**src/rtl/freq_meter_pkg.sv**
```systemverilog
// Shared types and board defaults for the frequency meter.
package freq_meter_pkg;

  typedef enum logic [1:0] {
    ST_IDLE    = 2'd0,
    ST_MEASURE = 2'd1,
    ST_DONE    = 2'd2
  } state_t;

  // One-second gate on the 100 MHz board clock
  localparam int unsigned GATE_CYCLES_DEFAULT = 100_000_000;
  localparam int unsigned GATE_W_DEFAULT      = 27;
  localparam int unsigned CNT_W_DEFAULT       = 26;

endpackage

```
**src/rtl/sync_edge_det.sv**
```systemverilog
// Two-flop synchronizer with a one-cycle rising-edge pulse; also used for push-buttons.
module sync_edge_det (
  input  logic clk,
  input  logic rst_n,
  input  logic async_in,
  output logic rise_c
);

  logic s1, s2, s3;

  // rst_n is active-high here, matching the rest of the board code
  always_ff @(posedge clk) begin
    if (rst_n) begin
      s1 <= 1'b0;
      s2 <= 1'b0;
      s3 <= 1'b0;
    end else begin
      s1 <= async_in;
      s2 <= s1;
      s3 <= s2;
    end
  end

  assign rise_c = s2 & ~s3;

endmodule

```
**src/rtl/freq_meter.sv**
```systemverilog
// Counts rising edges of sig_in over a fixed gate window of clk cycles.
module freq_meter
  import freq_meter_pkg::*;
#(
  parameter int unsigned GATE_CYCLES = GATE_CYCLES_DEFAULT,
  parameter int unsigned GATE_W      = GATE_W_DEFAULT,
  parameter int unsigned CNT_W       = CNT_W_DEFAULT
) (
  input  logic             clk,
  input  logic             rst_n,
  input  logic             en,
  input  logic             sig_in,
  output logic [CNT_W-1:0] freq,
  output logic             freq_valid,
  output logic             overflow,
  output logic             busy
);

  localparam logic [GATE_W-1:0] GATE_LAST = GATE_W'(GATE_CYCLES - 1);
  localparam logic [CNT_W-1:0]  CNT_MAX   = {CNT_W{1'b1}};

  state_t            state, state_nxt;
  logic [GATE_W-1:0] gate_cnt;
  logic [CNT_W-1:0]  edge_cnt;
  logic              sat;
  logic              rise_c;
  logic              edge_full_c;
  logic [CNT_W-1:0]  edge_sum_c;
  logic              sat_sum_c;

  sync_edge_det u_sync (
    .clk      (clk),
    .rst_n    (rst_n),
    .async_in (sig_in),
    .rise_c   (rise_c)
  );

  // Saturating edge count including the rise seen in the current cycle
  always_comb begin
    edge_full_c = (edge_cnt == CNT_MAX);
    edge_sum_c  = edge_cnt + CNT_W'(rise_c & ~edge_full_c);
    sat_sum_c   = sat | (rise_c & edge_full_c);
  end

  always_comb begin
    state_nxt = state;
    case (state)
      ST_IDLE:    if (en) state_nxt = ST_MEASURE;
      ST_MEASURE: begin
        if (!en)                       state_nxt = ST_IDLE;
        else if (gate_cnt == GATE_LAST) state_nxt = ST_DONE;
      end
      ST_DONE:    state_nxt = en ? ST_MEASURE : ST_IDLE;
      default:    state_nxt = ST_IDLE;
    endcase
  end

  always_ff @(posedge clk) begin
    if (rst_n) state <= ST_IDLE;
    else       state <= state_nxt;
  end

  // Counters clear whenever a window is not in progress, so every window starts fresh
  always_ff @(posedge clk) begin
    if (rst_n) begin
      gate_cnt   <= '0;
      edge_cnt   <= '0;
      sat        <= 1'b0;
      freq       <= '0;
      overflow   <= 1'b0;
      freq_valid <= 1'b0;
      busy       <= 1'b0;
    end else begin
      freq_valid <= (state_nxt == ST_DONE);
      busy       <= (state_nxt == ST_MEASURE);
      if (state == ST_MEASURE) begin
        gate_cnt <= gate_cnt + GATE_W'(1);
        edge_cnt <= edge_sum_c;
        sat      <= sat_sum_c;
      end else begin
        gate_cnt <= '0;
        edge_cnt <= '0;
        sat      <= 1'b0;
      end
      if (state == ST_MEASURE && state_nxt == ST_DONE) begin
        freq     <= edge_sum_c;
        overflow <= sat_sum_c;
      end
    end
  end

endmodule

```
**config.mk**
```make
export PLATFORM = sky130hd
export DESIGN_NAME = freq_meter
export DESIGN_NICKNAME = d
export VERILOG_FILES = /design/src/rtl/freq_meter_pkg.sv /design/src/rtl/sync_edge_det.sv /design/src/rtl/freq_meter.sv
export SDC_FILE = /design/constraint.sdc
export NUM_CORES = 1
export LEC_CHECK = 0
export CAP_MARGIN = 20
export CORE_MARGIN = 3
export CORE_UTILIZATION = 40
export DETAILED_ROUTE_END_ITERATION = 16
export PLACE_DENSITY = 0.64
export REMOVE_ABC_BUFFERS = 1
export SLEW_MARGIN = 40
export SYNTH_ARGS = -nofsm -noshare
export SYNTH_HDL_FRONTEND = slang
export SYNTH_HIERARCHICAL = 1
export SYNTH_SLANG_ARGS = --single-unit
```
**constraint.sdc**
```tcl
create_clock -name clk -period 5.8 [get_ports clk]
set_input_delay 0.58 -clock clk [delete_from_list [all_inputs] [get_ports clk]]
set_output_delay 0.58 -clock clk [all_outputs]
set_load 0.1 [all_outputs]
```
==> results of run 1 <==
[per-layer routing]
metal,wire length (µm),track usage (%),vias up
li1,-,-,1394
met1,3310,17.9,1225
met2,3150,22.6,29
met3,247,3.72,9
met4,101,5.21,0
met5,0,0,-
[worst reg2reg max path, stage by stage, from the launching register on]
cell	delay, ns
dfxtp_1	0.36
and4_1	0.24
nand2_1	0.20
nor2_1	0.09
a21boi_0	0.17
ha_1	0.22
ha_1	0.28
and4_1	0.21
nand4_1	0.27
or3_1	0.42
a311oi_1	0.26
[final cells by class]
cell class / count / area share (%)
clock buffers: 9 / 3.05
clock inverters: 6 / 1.51
inverters: 9 / 0.831
multi-input cells: 271 / 43.0
flip-flops and latches: 88 / 43.3
well taps: 108 / 3.33
repair buffers: 35 / 4.93
[cell families after synthesis]
kind of cell,Yosys count,share of synthesized area [%]
simple gates,182,25.4
fa+ha+maj,3,1.03
xor+xnor,42,10.1
mux,2,0.550
compound gates,42,10.8
flops,88,48.4
buf+inv,27,3.68
[cells in the final DEF (no fill, tap or decap), drive strengths merged, types with 2 or more instances in the layout]
| cell | synthesis | layout |
|---|---|---|
| nor2 | 81 | 81 |
| a211oi | 23 | 23 |
| or3 | 7 | 7 |
| a311oi | 2 | 2 |
| mux2i | 2 | 2 |
| o21ai | 8 | 8 |
| ha | 3 | 3 |
| nand3 | 17 | 17 |
| clkbuf | 11 | 9 |
| nand4 | 13 | 13 |
| a21oi | 7 | 7 |
| clkdlybuf4s50 | 0 | 2 |
| and3 | 3 | 3 |
| nand2 | 18 | 18 |
| nor4 | 11 | 11 |
| inv | 9 | 9 |
| xnor2 | 26 | 26 |
| nor3 | 9 | 9 |
| and3b | 2 | 2 |
| buf | 7 | 33 |
| dfxtp | 88 | 88 |
| xor2 | 16 | 16 |
| nor2b | 4 | 4 |
| clkinv | 0 | 4 |
| and4 | 10 | 10 |
[power groups by stage]
stage | combinational, µW | clock (µW) | sequential, µW
after floorplan | 5.68 | 0 | 623
after global placement | 18.6 | 0 | 621
after detailed placement | 18.6 | 0 | 621
after CTS | 18.7 | 418 | 606
after global routing | 20.0 | 440 | 607
final | 18.3 | 407 | 606
[sequential cells by signal, summed over array words and instances, names as in the netlist]
signal / cells
sat: 1
gate_cnt: 27
u_sync/s3: 1
u_sync/s2: 1
freq_valid: 1
busy: 1
overflow: 1
state: 2
edge_cnt: 26
u_sync/s1: 1
freq: 26
[stage by stage]
stage               cell area (µm²)  utilization [%]
finish                         4060             46.4
global route                   4060             46.4
CTS                            4060             46.4
detailed placement             3880             44.3
global placement               4010             45.7
floorplan                      3540                -
[cell usage after synthesis, types with 7 or more instances]
cell type   n
dfxtp_1    88
nor3_1      8
a211oi_2   23
nand2_1    18
nor4_1     11
or3_1       7
o21ai_0     8
xor2_1     16
inv_1       9
xnor2_1    26
clkbuf_1   11
nand4_1    12
nor2_1     81
a21oi_1     7
and4_1     10
nand3_1    17
[worst max path at each step]
stage	startpoint	endpoint	slack, ns
after floorplan	gate_cnt[15]	freq[0]	3.04
after global placement	en	freq[15]	2.63
after detailed placement	en	freq[2]	2.94
after CTS	edge_cnt[9]	freq[20]	2.97
after global routing	edge_cnt[16]	freq[18]	2.70
final	edge_cnt[9]	freq[20]	2.99
==> reports/qor.txt, run 1 <==
Worst EP arrival: 3.08 ns
sequential share of power: 58.8%
area grow syn2layout: 11.6%
fillers: 851
CP Depth: 10
Synth area leaders: dfxtp_1, nor2_1, a211oi_2, xnor2_1, xor2_1
global-route wire length before repair: 11,600 µm
Seq/Total Area, Yosys: 48.4%
gpl congestion: 0.758
Cell Count, Final, Fillers Out: 526
antenna diode count: 0
Post-CTS Resized: 0
Total Die Area: 10,300 µm²
WL final: 6810 µm
max incr delay on CP: 0.42 ns
Slew Limit Fails: 0
Avg Cell Area, Syn: 9.43 µm²
Setup Viol. Count Final: 0
EDFF count, synth: 0
worst clock skew: 0.00924 ns
yosys warns: 6
H-tree depth: 3
routed len/inst: 12.9 µm
Main synth FF type: dfxtp_1
# hold bufs at CTS: 0
TritonRoute pass-1 iters: 4
DR iter-0 viols: 61
die height: 101 µm
cells on worst reg2reg path: 10
sequential cell area: 1760 µm²
maximum achievable frequency: 356 MHz
worst skew pair latency: 0.36 ns
Placed Cells: 511
kind of critical path: register to register
Final ANT Viol Nets: 0
run status: finished clean
hold crit path type: register to register
Setup Buffers After CTS: 0
drt drc: 0
total power: 1030 µW
crit share post-route: 48.4%
WHS: 0.445 ns
P_leak: 0.00133 µW
largest net degree at the start of global routing: 55
relative slew slack: 55.0%
Final WS setup: 2.99 ns
Hold EP: u_sync/s2
dpl ws: 2.94 ns
Yosys cell types: 37
Hold Path Origin: u_sync/s1
antenna violations before repair: 0
crit path buf inv count: 0
P_int: 805 µW
Yosys top cell area share: 48.4%
post-synthesis async set-or-reset flop share: 0%
CTS buffer count: 9
largest area contributor in the netlist: dfxtp_1
crit-path max FO: 7
CP max-delay cell: or3_1
Overflow after GRT: 0
RSZ-0062 raised after global routing: false
Post-Syn Area: 3640 µm²
CP top delay family: simple AND/OR/NAND/NOR gates
Reg-to-Reg End: freq[20]
via count: 2,657
Worst R2R Setup Slack: 2.99 ns
Ports: 33
Initial Util: 41.5%
multi-input logic area: 1750 µm²
Std-Cell Rows: 34
Slew @ Worst Pin: 0.674 ns
Buffers on Ports: 32
CTS tree: built
worst r2r src: edge_cnt[9]
Net Switching: 227 µW
max capacitance violation total: 0
final worst path period need: 2.81 ns
vias per inst: 5.05
Yosys reg bits: 88
PwrDens: 254 nW/µm²
maximum VDD drop: 0.132 mV
Die Span X: 101 µm
Nets: 421
Final Hold Vio Count: 0
CTS sink count: 88
WP data required: 6.07 ns
vias in the first global route: 2,567
layout cell share with drive strength beyond 1: 18.4%
Critical Path Start Type: register
CTS Buffer Depth: 2
sw frac: 22.0%
Cells after Synth: 386
Comb pwr share: 1.8%
crit end category: register
setup TNS: 0 ns
Clk pwr share: 39.5%
Root Buffer: clkbuf_8
Core Area: 8760 µm²
Total Routing Usage GR: 14.0%
hold depth: 1
CP cell instances: and4_1 > nand2_1 > nor2_1 > a21boi_0 > ha_1 > ha_1 > and4_1 > nand4_1 > or3_1 > a311oi_1
post-DP HPWL: 4650 µm
Clock transition at path regs: 0.09 ns
No activity file was read; power rests on OpenSTA's default activity.
==> run 2: changes to the inputs <==
==> constraint.sdc (replaced) <==
create_clock -name clk -period 2.85 [get_ports clk]
set_input_delay 0.285 -clock clk [delete_from_list [all_inputs] [get_ports clk]]
set_output_delay 0.285 -clock clk [all_outputs]
set_load 0.1 [all_outputs]
==> run 2 against run 1 <==
Net effect: clock power up 140%; routed wire length increased by 0.59%; first-iteration DRC count rose by 3.3%; clock skew is 0.0022 ns higher; total power rose by 120%; utilization increased by 1.9 points; register-to-register slack lost 2.8 ns; cell count rose by 0.76%; count of clock-buffer cells in the layout up 3; die area did not move; combinational power rose by 110%; via count is 1.2% higher; critical path type unchanged; critical endpoint unchanged.
==> reports/qor.txt, run 2 (same netlist as run 1, synthesis figures left out) <==
Die Span X: 101 µm (unchanged)
maximum achievable frequency: 378 MHz (was 356 MHz)
PwrDens: 529 nW/µm² (was 254 nW/µm²)
post-DP HPWL: 4590 µm (was 4650 µm)
CTS sink count: 88 (unchanged)
CTS Buffer Depth: 2 (unchanged)
Total Routing Usage GR: 14.0% (about the same)
kind of critical path: register to register (unchanged)
biggest regs: gate_cnt (27), edge_cnt (26), freq (26) (unchanged)
DR iter-0 viols: 63 (was 61)
run status: finished clean (unchanged)
# hold bufs at CTS: 0 (unchanged)
hold crit path type: register to register (unchanged)
WHS: 0.444 ns (was 0.445 ns)
most frequent cells in the layout: dfxtp_1, nor2_1, buf_4, xnor2_1, a211oi_2 (was dfxtp_1, nor2_1, buf_2, xnor2_1, a211oi_2)
maximum VDD drop: 0.293 mV (was 0.132 mV)
Worst R2R Setup Slack: 0.20 ns (was 2.99 ns)
max incr delay on CP: 0.45 ns (was 0.42 ns)
P_leak: 0.00136 µW (was 0.00133 µW)
Final Util: 48.3% (was 46.4%)
crit end category: register (unchanged)
CTS tree: built (unchanged)
H-tree depth: 3 (unchanged)
RSZ-0062 raised after global routing: false (unchanged)
Critical Path Start Type: register (unchanged)
routed len/inst: 12.9 µm (about the same)
via count: 2,689 (was 2,657)
largest net degree at the start of global routing: 55 (unchanged)
Clock transition at path regs: 0.08 ns (was 0.09 ns)
Core Area: 8760 µm² (unchanged)
Overflow after GRT: 0 (unchanged)
antenna violations before repair: 0 (unchanged)
area grow syn2layout: 16.3% (was 11.6%)
crit share post-route: 92.8% (was 48.4%)
vias per inst: 5.07 (was 5.05)
CTS buffer count: 9 (unchanged)
drt drc: 0 (unchanged)
crit-path max FO: 7 (unchanged)
Placed Cells: 513 (was 511)
WP data required: 3.11 ns (was 6.07 ns)
Total Die Area: 10,300 µm² (unchanged)
Worst EP arrival: 2.91 ns (was 3.08 ns)
vias in the first global route: 2,511 (was 2,567)
die height: 101 µm (unchanged)
max reg flops: 27 (unchanged)
final worst path period need: 2.65 ns (was 2.81 ns)
relative slew slack: 56.5% (was 55.0%)
Slew Limit Fails: 0 (unchanged)
Cell Count, Final, Fillers Out: 530 (was 526)
max capacitance violation total: 0 (unchanged)
dpl ws: 0.126 ns (was 2.94 ns)
Final Hold Vio Count: 0 (unchanged)
Initial Util: 41.5% (unchanged)
commonest non-fill, non-tap cell in the layout: dfxtp_1 (unchanged)
worst skew pair latency: 0.35 ns (was 0.36 ns)
Slew @ Worst Pin: 0.653 ns (was 0.674 ns)
Ports: 33 (unchanged)
Std-Cell Rows: 34 (unchanged)
Nets: 424 (was 421)
Final ANT Viol Nets: 0 (unchanged)
global-route wire length before repair: 11,500 µm (was 11,600 µm)
Final WS setup: 0.204 ns (was 2.99 ns)
setup TNS: 0 ns (unchanged)
CP cell instances: and4_1 > nand4_1 > nor3_2 > a21boi_1 > ha_2 > ha_2 > and4_1 > nand4_1 > or3_4 > a311oi_1 (was and4_1 > nand2_1 > nor2_1 > a21boi_0 > ha_1 > ha_1 > and4_1 > nand4_1 > or3_1 > a311oi_1)
Root Buffer: clkbuf_8 (unchanged)
gpl congestion: 0.806 (was 0.758)
antenna diode count: 0 (unchanged)
TritonRoute pass-1 iters: 4 (unchanged)
Buffers on Ports: 32 (unchanged)
Setup Viol. Count Final: 0 (unchanged)
layout cell share with drive strength beyond 1: 19.9% (was 18.4%)
WL final: 6850 µm (was 6810 µm)
worst clock skew: 0.0115 ns (was 0.00924 ns)
CP max-delay cell: or3_4 (was or3_1)
Top reg by flops: gate_cnt (unchanged)
==> run 2: cell types whose count changed in the layout (fill, tap and decap cells not counted), sizes merged <==
cell / change
buf: +3
clkbuf: +3
clkinv: -3
bufinv: +1
==> run 2: metal layers <==
metal	up-vias	wire length [µm]	GRT usage, %
met4	0	63	4.70
met5	-	0	0
li1	1395	-	-
met3	5	261	4.27
met2	38	3310	22.7
met1	1251	3220	17.7
==> run 2: area by class of cell <==
class                           count  area [µm²]
Timing Repair Buffer               38         300
Inverter                            9        33.8
Sequential cell                    88        1760
Clock buffer                       12         155
Fill cell                         831        4530
Tap cell                          108         135
Clock inverter                      4        76.3
Multi-Input combinational cell    271        1770
==> run 2: worst paths after layout <==
kind                              startpoint        end  cells past startpoint
worst max-delay path            edge_cnt[18]   freq[20]                     10
worst min register to register     u_sync/s1  u_sync/s2                      1
worst max register to register  edge_cnt[18]   freq[20]                     10
worst min-delay path               u_sync/s1  u_sync/s2                      1
==> run 2: power breakdown <==
| group | internal, µW | total (µW) | leakage [µW] | switching [µW] |
|---|---|---|---|---|
| clock | 544 | 969 | 0.000113 | 425 |
| sequential | 1230 | 1230 | 0.000710 | 2.11 |
| combinational | 9.75 | 38.5 | 0.000539 | 28.7 |
| total | 1790 | 2240 | 0.00136 | 456 |
==> run 2: timing repair <==
action / 4_1_cts / 5_1_grt
hold endpoints to repair: 0 / 0
endpoints found under the setup margin: 0 / 9
gates resized for setup: 0 / 6
buffers inserted: 0 / 1
==> run 2: critical path, delay by kind of cell, from the launching register on <==
| family | cells | cell delay (ns) |
|---|---|---|
| flip-flops | 1 | 0.35 |
| AO/OA/AOI/OAI | 2 | 0.39 |
| adder cells (fa/ha/maj) | 2 | 0.43 |
| AND/OR/NAND/NOR | 6 | 1.39 |
==> run 2: per-stage QoR <==
| step | power [µW] | instance area [µm²] |
|---|---|---|
| floorplan | 1280 | 3540 |
| CTS | 2280 | 4200 |
| global placement | 1300 | 3970 |
| global route | 2320 | 4230 |
| detailed placement | 1300 | 3970 |
| finish | 2240 | 4230 |
